==> config.mk <==
export PLATFORM = sky130hd
export DESIGN_NAME = dma_block_controller
export DESIGN_NICKNAME = d
export VERILOG_FILES = /design/src/rtl/dma_block_controller.sv
export SDC_FILE = /design/constraint.sdc
export NUM_CORES = 1
export LEC_CHECK = 0
export CAP_MARGIN = 20
export CELL_PAD_IN_SITES_DETAIL_PLACEMENT = 2
export CELL_PAD_IN_SITES_GLOBAL_PLACEMENT = 2
export CORE_MARGIN = 2
export CORE_UTILIZATION = 25
export DETAILED_ROUTE_END_ITERATION = 8
export GPL_TIMING_DRIVEN = 0
export PLACE_DENSITY_LB_ADDON = 0.08
export SYNTH_ARGS = -nofsm -noshare
export SYNTH_HDL_FRONTEND = slang
export SYNTH_SLANG_ARGS = --single-unit
==> constraint.sdc <==
create_clock -name Clk -period 1.8 [get_ports Clk]
set_input_delay 0.45 -clock Clk [delete_from_list [all_inputs] [get_ports Clk]]
set_output_delay 0.45 -clock Clk [all_outputs]
set_load 0.005 [all_outputs]
==> src/rtl/dma_block_controller.sv <==
// dma_block_controller
//   Block DMA engine that copies 16-bit device words into data memory. The CPU
//   issues a command (start address, word count); the block requests the bus
//   with BR, and once BG is returned it drives the data-memory write port
//   itself. The CPU is interrupted by a one-cycle dma_done pulse at the end.
//
// Build option:
//   DMA_CYCLE_STEAL_EN - after BURST_LEN completed writes in one bus tenure,
//   with words still remaining, BR drops for exactly one cycle so the CPU can
//   use the bus. The BURST_LEN parameter only exists in that build.
//
// Ports:
//   Clk, Reset_N        clock (posedge) and synchronous active-low reset
//   cmd_valid_i/addr/len  command strobe, first word address, word count
//   cmd_ready_o         high only while idle
//   BR_o, BG_i          bus request / bus grant handshake with the CPU
//   dev_data_i/valid_i  device word and its valid flag
//   dev_ready_o         one-cycle pulse: current device word consumed
//   m_writeM_o          write strobe, held until m_doneM_i
//   m_address_o/data_o  write address and data (muxed onto the bus at top level)
//   m_doneM_i           memory write complete
//   busy_o              a command is in progress
//   dma_done_o          one-cycle completion pulse
module dma_block_controller #(
    parameter int unsigned LEN_W = 8
`ifdef DMA_CYCLE_STEAL_EN
    ,
    parameter int unsigned BURST_LEN = 4
`endif
) (
    input  logic             Clk,
    input  logic             Reset_N,
    input  logic             cmd_valid_i,
    input  logic [15:0]      cmd_addr_i,
    input  logic [LEN_W-1:0] cmd_len_i,
    output logic             cmd_ready_o,
    output logic             BR_o,
    input  logic             BG_i,
    input  logic [15:0]      dev_data_i,
    input  logic             dev_valid_i,
    output logic             dev_ready_o,
    output logic             m_writeM_o,
    output logic [15:0]      m_address_o,
    output logic [15:0]      m_data_o,
    input  logic             m_doneM_i,
    output logic             busy_o,
    output logic             dma_done_o
);

    // StGap is the one-cycle bus release of the cycle-steal build.
    typedef enum logic [2:0] {StIdle, StReq, StXfer, StWait, StRel, StGap} state_e;

    state_e           state_q;
    logic [15:0]      addr_q, addr_d;
    logic [LEN_W-1:0] remain_q, remain_d;
    logic             br_q, wr_q, dev_ready_q, done_q;
    logic [15:0]      m_address_q, m_data_q;

`ifdef DMA_CYCLE_STEAL_EN
    localparam int unsigned BurstW = $clog2(BURST_LEN + 1);
    logic [BurstW-1:0] burst_q, burst_d;
`endif

    // addr wraps modulo 2^16; remain_d is only consumed in StWait where remain_q >= 1.
    always_comb begin
        addr_d   = addr_q + 16'd1;
        remain_d = remain_q - LEN_W'(1);
`ifdef DMA_CYCLE_STEAL_EN
        burst_d  = burst_q + BurstW'(1);
`endif
    end

    always_ff @(posedge Clk) begin
        if (!Reset_N) begin
            state_q     <= StIdle;
            addr_q      <= '0;
            remain_q    <= '0;
            br_q        <= 1'b0;
            wr_q        <= 1'b0;
            dev_ready_q <= 1'b0;
            done_q      <= 1'b0;
            m_address_q <= '0;
            m_data_q    <= '0;
`ifdef DMA_CYCLE_STEAL_EN
            burst_q     <= '0;
`endif
        end else begin
            dev_ready_q <= 1'b0;
            done_q      <= 1'b0;
            unique case (state_q)
                StIdle: begin
                    if (cmd_valid_i) begin
                        addr_q   <= cmd_addr_i;
                        remain_q <= cmd_len_i;
                        // Empty block completes at once without touching the bus.
                        if (cmd_len_i == '0) begin
                            done_q <= 1'b1;
                        end else begin
                            state_q <= StReq;
                            br_q    <= 1'b1;
                        end
                    end
                end
                StReq: begin
                    if (BG_i) begin
                        state_q <= StXfer;
`ifdef DMA_CYCLE_STEAL_EN
                        burst_q <= '0;
`endif
                    end
                end
                StXfer: begin
                    // Grant lost before a write started: ask again, nothing in flight.
                    if (!BG_i) begin
                        state_q <= StReq;
                    end else if (dev_valid_i) begin
                        m_address_q <= addr_q;
                        m_data_q    <= dev_data_i;
                        wr_q        <= 1'b1;
                        dev_ready_q <= 1'b1;
                        state_q     <= StWait;
                    end
                end
                StWait: begin
                    // The in-flight write always finishes, even if BG has dropped.
                    if (m_doneM_i) begin
                        wr_q     <= 1'b0;
                        addr_q   <= addr_d;
                        remain_q <= remain_d;
`ifdef DMA_CYCLE_STEAL_EN
                        burst_q  <= burst_d;
`endif
                        if (remain_d == '0) begin
                            state_q <= StRel;
                            br_q    <= 1'b0;
                            done_q  <= 1'b1;
                        end else if (!BG_i) begin
                            state_q <= StReq;
`ifdef DMA_CYCLE_STEAL_EN
                        end else if (burst_d == BurstW'(BURST_LEN)) begin
                            state_q <= StGap;
                            br_q    <= 1'b0;
`endif
                        end else begin
                            state_q <= StXfer;
                        end
                    end
                end
                StRel: begin
                    state_q <= StIdle;
                end
                StGap: begin
                    state_q <= StReq;
                    br_q    <= 1'b1;
                end
                default: begin
                    state_q <= StIdle;
                    br_q    <= 1'b0;
                    wr_q    <= 1'b0;
                end
            endcase
        end
    end

    assign cmd_ready_o = (state_q == StIdle);
    assign busy_o      = (state_q != StIdle);
    assign BR_o        = br_q;
    assign dev_ready_o = dev_ready_q;
    assign m_writeM_o  = wr_q;
    assign m_address_o = m_address_q;
    assign m_data_o    = m_data_q;
    assign dma_done_o  = done_q;

endmodule
After elaboration in Yosys (flattened, before gate mapping). Index checks and enable logic that the tools add are counted.

Register bits: 63. Input bits: 46. Logic and storage cells: 69. Output and inout bits: 38.

Reductions and logical operators: 13. Eq/ne operators: 13. Bitwise logic cells: 2. Add/subtract/negate cells: 2. Multiplexer cells: 30.

Operators with widths (number): 16-bit 2-to-1 mux (2); 16-bit case mux with 2 select lines (1); 3-bit 2-to-1 mux (7); 16-bit by 1-bit adder with 16-bit output, second input constant (1); 8-bit logical NOT (2); 8-bit 2-to-1 mux (2); 8-bit case mux with 2 select lines (1); 3-bit case mux with 5 select lines (1); 2-bit != test, second input constant (7); 1-bit 2-to-1 mux (12); 5-bit AND reduction (2); 3-bit AND reduction (3); 8-bit by 1-bit subtractor with 8-bit output, second input constant (1); 3-bit by 2-bit equality test with 1-bit output, second input constant (2); 3-bit equality test, second input constant (2); 1-bit case mux with 4 select lines (1); 4-bit AND reduction (1); 4-bit OR reduction (1); 3-bit by 1-bit equality test with 1-bit output, second input constant (1); 3-bit logical NOT (1); 3-bit != test, second input constant (1); 1-bit case mux with 3 select lines (1); 3-bit nonzero test (1); 3-bit OR reduction (1); 4 further kinds (5).

Depth between registers and ports, before layout. Gate-level depths: netlist of the first run.

Depth in word-level cells: 5. Mapped depth: 7. Mapped depth without buffers: 6.

Worst setup path after synthesis of the first run. No wires, ideal clock.

Kind: register -> register. Start point: register remain_q[1]. End point: register br_q (netlist: BR_o). Slack: 0.106 ns. Data required time: 1.684 ns. Period minus slack after synthesis: 1.694 ns. Cell stages (with the launch flop): 7. Data arrival time: 1.578 ns. Cells stage by stage: dfxtp_1 inv_1 ha_1 or4b_4 nor4_4 nand4_1 and4_1.

Cells in the longest elaborated chain, start to end: 4.

Ends and longest elaborated chain: from (decl) (RTL line 55) `logic [LEN_W-1:0] remain_q, remain_d;`; from (signal assigned) (RTL line 94) `remain_q <= cmd_len_i;`; from (signal assigned) (RTL line 129) `remain_q <= remain_d;`; 8-bit by 1-bit subtractor with 8-bit output (RTL line 67) `remain_d = remain_q - LEN_W'(1);`; 8-bit logical NOT (RTL line 133) `if (remain_d == '0) begin`; 2-bit != test (no source line); 5-bit AND reduction (no source line); to (signal assigned) (RTL line 78) `br_q <= 1'b0;`; to (signal assigned) (RTL line 135) `br_q <= 1'b0;`; to (signal assigned) (RTL line 154) `br_q <= 1'b1;`; to (decl) (RTL line 56) `logic br_q, wr_q, dev_ready_q, done_q;`.

No other way between the ends. A chain may end at the register's enable or synchronous reset.

Worst setup path in the final report of the first run.
Start point: register remain_q[2]. End point: register br_q (netlist: BR_o).

Same word-level chain as after synthesis.

==> impl_metrics.toml, run 1 <==
[logic_synthesis]
syn_area_per_cell_um2 = 8.04
synth_area_leaders = "dfxtp_1 40%, nand2_1 10%, a21boi_0 5.7%, a21oi_1 2.9%, o21ai_0 2.9%"
synth.most_common_cell = "nand2_1"
synthFlopType = "dfxtp_1"
synth_cell_types = 61
synth.top_cell.area_share_pct = 40.0
seq_area_frac_synth_pct = 40.0
synth_enable_flop_cells = 0
yosysTopAreaCell = "dfxtp_1"
syn_inst = 392
yosys_warnings = 0
ys_ff_latch = 63
synth_area_um2 = 3150
syn-num-nets = 441
synth_common_cells = "86 x nand2_1, 63 x dfxtp_1, 24 x a21boi_0"
ys_async_sr_fraction_pct = 0

[timing]
clock_skew_ns = 0.00790
rsz0062_at_grt = "no"
relSlewSlack_pct = 56.5
drv_slew = 0
clock.fmax_mhz = 577
period_share_pct = 96.3
hold_violations = 0
finalSetupViolations = 0
worst_pin_slew_ns = 0.653
worst_slack_ns = 0.0670
post-route-min-period_ns = 1.73

[critical_path]
r2r_cells = 6
cp_slowest_cell = "or3_4"
critPathLaunch = "remain_q[2]"
rr_startpoint = "remain_q[2]"
path_class = "reg -> reg"
reg2reg_setup_slack_ns = 0.07
cpPeakStageDelay_ns = 0.38
worstPathMaxFanout = 5
worstPathRequired_ns = 2.02
worst-path-stages = 6
cp.arrival_ns = 1.95
cp-end-kind = "flop"
setup.worst_path.end = "BR_o"
path_cells = "or3_4 -> xnor2_2 -> nor4_4 -> buf_4 -> nand4_1 -> and4_1"
r2r_end = "BR_o"
cp_num_buf_inv = 1
path_delay_family = "simple AND/OR/NAND/NOR gates"
start_kind = "flop"

[power]
ir_drop_mv = 0.327
total_power_mw = 3.92
leakagePower_nw = 1.74
power_density_nw_per_um2 = 822

[cts]
numCtsBuffers = 9
clk_latency_ns = 0.33
clock-root-buffer = "clkbuf_16"
clk_pin_slew_ns = 0.05
cts.path.max_buffers = 2
cts.sinks = 63
tritoncts = "done"
hold_buffers = 0
ctsHtreeMaxLevel = 3

[die]
core_area_um2 = 12500
ios = 84
die_w_um = 116
die_y_um = 116
row_count = 41
dieArea_um2 = 13500
start_util_pct = 25.3

[drt]
vias = 3329
drtIter0Drc = 108
drc = 0
routedWlPerCell_um = 17.8
vias_per_cell = 4.95
ant_nets = 0
drt_pre_antenna_iters = 4
postRouteWirelength_mm = 12.0

[final_layout]
antenna-diode-count = 0
nets = 546
drive_above_1_share_pct = 17.6
stdcell_count = 673
syn2layout_area_growth_pct = 51.3
final_area_um2 = 4770

[placed_design]
dp_slack_ns = -0.762
io_buffer_count = 82
place_inst = 646
gp_congestion = 0.755
hpwl_mm = 8.44
dpl_cell_area_um2 = 4190

[min_path]
hold_class = "reg -> reg"

[run]
cap_violations = 0

[global_routing]
grt_max_degree = 11
track_usage_pct = 18.3
grt_overflow = 0
grt_pass1_wl_mm = 18.6
grt_pass1_vias = 3428
antenna_found_initial = 0

[run_status]
status = "finished clean"
[cells by family after synthesis]
logic type | share of synthesized area [%]
compound gates | 25.0
xor+xnor | 0.556
fa+ha+maj | 1.19
buf+inv | 5.08
flops | 40.0
mux | 0.675
simple gates | 27.5
[worst min path at each step]
stage | from | cells after the start | endpoint
2_1_floorplan | addr_q[15] | 2 | m_address_o[15]
3_3_place_gp | m_data_o[9] | 2 | m_data_o[9]
3_5_place_dp | m_address_o[9] | 2 | m_address_o[9]
4_1_cts | m_address_o[9] | 2 | m_address_o[9]
5_1_grt | m_address_o[9] | 2 | m_address_o[9]
6_report | m_address_o[9] | 2 | m_address_o[9]
[registers in the layout, indices dropped and copies added, names as in the netlist]
signal and cells:
addr_q 16, m_address_o 16, m_data_o 16, remain_q 8, state_q 3, BR_o 1
dev_ready_o 1, dma_done_o 1, m_writeM_o 1
[worst register-to-register path, stage by stage, from the launching register on]
cell     delay (ns)
dfxtp_1        0.37
or3_4          0.38
xnor2_2        0.16
nor4_4         0.26
buf_4          0.18
nand4_1        0.09
and4_1         0.18
[cells in the final DEF (no fill, tap or decap), types with 4 or more instances in the layout]
cell type	instances
nand2_1	85
clkdlybuf4s50_1	76
dfxtp_1	56
a21boi_0	24
nor2_1	22
buf_4	18
a21oi_1	18
o21ai_0	17
nand3_1	11
and2_1	9
clkbuf_16	9
a21boi_1	8
clkbuf_1	7
buf_2	7
nor3_1	7
inv_1	5
buf_6	5
nor2b_1	5
nand4_1	4
dfxtp_2	4
[per-layer routing]
layer	GRT usage, %	vias to the layer above	share of wire [%]
li1	-	1596	-
met1	23.0	1645	46
met5	0	-	0
met4	5.40	0	1.3
met2	32.1	76	49
met3	3.11	12	3.9
[cell type report]
type	count	area [um^2]
clock inverters	4	45.0
fillers	1434	7690
repair buffers	98	935
inverters	8	33.8
clock buffers	11	253
flip-flops and latches	63	1280
well taps	172	215
multi-input cells	292	1840
plain buffers	25	174
[report_power, final]
part           switching, mW  internal [mW]
Combinational          0.298          0.317
Sequential            0.0861           1.46
Clock                  0.629           1.13
[timing repair]
item | 4_1_cts | 5_1_grt
cloned | 0 | 0
buffers inserted | 12 | 4
pin swaps | 7 | 7
resized for setup | 35 | 35
setup endpoints to repair | 64 | 42
[through the flow]
stage	hold WS, ns	TNS (ns)	util, %
2_1_floorplan	0.440	0	-
3_3_place_gp	0.441	-35.26	33.6
3_5_place_dp	0.449	-37.61	33.6
4_1_cts	0.455	-0.00260	37.3
5_1_grt	0.472	0	38.3
6_report	0.451	0	38.3
Power figures use the tool's default switching activity.
==> run 2, diff against run 1 <==
PLACE_DENSITY = 0.87   (was not set)
PLACE_DENSITY_LB_ADDON = not set   (was 0.08)
==> impl_metrics.toml, run 2 (synthesis gave the netlist of run 1 again) <==
[die]
die_w_um = 116
start_util_pct = 25.3
ios = 84
row_count = 41
core_area_um2 = 12500
die_y_um = 116
dieArea_um2 = 13500

[critical_path]
worstPathRequired_ns = 2.03
start_kind = "flop"
cp_num_buf_inv = 0
cp_slowest_cell = "dfxtp_1"
worstPathMaxFanout = 7
cp-end-kind = "flop"
cp.arrival_ns = 2.03
reg2reg_setup_slack_ns = -0.005
cpPeakStageDelay_ns = 0.53
path_class = "reg -> reg"
path_cells = "nand3_2 -> or2_2 -> nor2_1 -> a21oi_1 -> o221a_2"
path_delay_family = "simple AND/OR/NAND/NOR gates"

[drt]
vias = 3368
drt_pre_antenna_iters = 4
drtIter0Drc = 141
routedWlPerCell_um = 19.2
drc = 0
vias_per_cell = 5.02
postRouteWirelength_mm = 12.9
ant_nets = 0

[global_routing]
grt_overflow = 0
track_usage_pct = 18.7
grt_pass1_wl_mm = 19.4
grt_pass1_vias = 3655
antenna_found_initial = 0
grt_max_degree = 13

[run]
cap_violations = 0

[min_path]
hold_class = "reg -> reg"

[run_status]
status = "finished with violations"
violations = "setup timing"

[timing]
period_share_pct = 100
clock_skew_ns = 0.00684
relSlewSlack_pct = 58.4
worst_slack_ns = -0.00453
clock.fmax_mhz = 554
finalSetupViolations = 1
rsz0062_at_grt = "yes"
drv_slew = 0
fin_hold_ws_ns = 0.459
hold_violations = 0
post-route-min-period_ns = 1.80
worst_pin_slew_ns = 0.624

[cts]
ctsHtreeMaxLevel = 3
numCtsBuffers = 9
clk_pin_slew_ns = 0.06
clk_latency_ns = 0.34
clock-root-buffer = "clkbuf_16"
cts.sinks = 63
hold_buffers = 0
tritoncts = "done"
cts.path.max_buffers = 2

[power]
ir_drop_mv = 0.355
power_density_nw_per_um2 = 807
total_power_mw = 3.82
leakagePower_nw = 1.71

[final_layout]
final_area_um2 = 4740
fillers = 1383
final_cell_mix = "84 x nand2_1, 76 x clkdlybuf4s50_1, 57 x dfxtp_1, 24 x a21boi_0, 20 x nor2_1"
syn2layout_area_growth_pct = 50.2
antenna-diode-count = 0
nets = 543
final_common_cell = "nand2_1"
drive_above_1_share_pct = 17.8

[placed_design]
io_buffer_count = 82
hpwl_mm = 8.59
gp_congestion = 0.852
dpl_cell_area_um2 = 4190
==> run 2: through the flow <==
step | TNS [ns] | worst slack [ns] | cells | util, %
6_report | -0.00453 | -0.00453 | 671 | 38.0
5_1_grt | -0.241 | -0.0483 | 671 | 38.0
4_1_cts | 0 | 0.000258 | 669 | 36.9
3_5_place_dp | -37.14 | -0.723 | 646 | 33.6
3_3_place_gp | -34.39 | -0.656 | 646 | 33.6
2_1_floorplan | 0 | 0.106 | 392 | -
==> run 2: layout make-up <==
class	instances	area (um^2)	area share, %
Multi-Input combinational cell	292	1840	38.9
Sequential cell	63	1280	26.9
Timing Repair Buffer	95	938	19.8
Clock buffer	9	225	4.75
Tap cell	172	215	4.54
Buffer	25	159	3.35
Clock inverter	7	50.0	1.06
Inverter	8	30.0	0.634
==> run 2: final timing paths <==
path                              startpoint           end  cells past startpoint
worst min-delay path            m_data_o[10]  m_data_o[10]                      2
worst max register to register     addr_q[7]    addr_q[10]                      5
worst max-delay path               addr_q[7]    addr_q[10]                      5
worst min register to register  m_data_o[10]  m_data_o[10]                      2
==> run 2: per-layer routing <==
| metal | global-route usage [%] | up-vias | wire length, um |
|---|---|---|---|
| met4 | 5.32 | 0 | 225 |
| met2 | 34.5 | 83 | 6720 |
| li1 | - | 1592 | - |
| met5 | 0 | - | 0 |
| met3 | 3.84 | 20 | 522 |
| met1 | 21.9 | 1673 | 5430 |
==> run 2: power breakdown <==
part           switching (mW)  internal [mW]
combinational           0.318          0.307
clock                   0.721          0.931
sequential             0.0900           1.46
total                    1.13           2.70
==> run 2: what timing repair did <==
action	4_1_cts	5_1_grt
cloned	0	0
buffers inserted	11	2
endpoints found under the setup margin	62	26
pin swaps	7	8
resized for setup	36	35
==> run 2: tightest hold or removal path: stages (launching register included) <==
cell,delay [ns]
dfxtp_1,0.31
nand2_1,0.05
a21boi_1,0.05
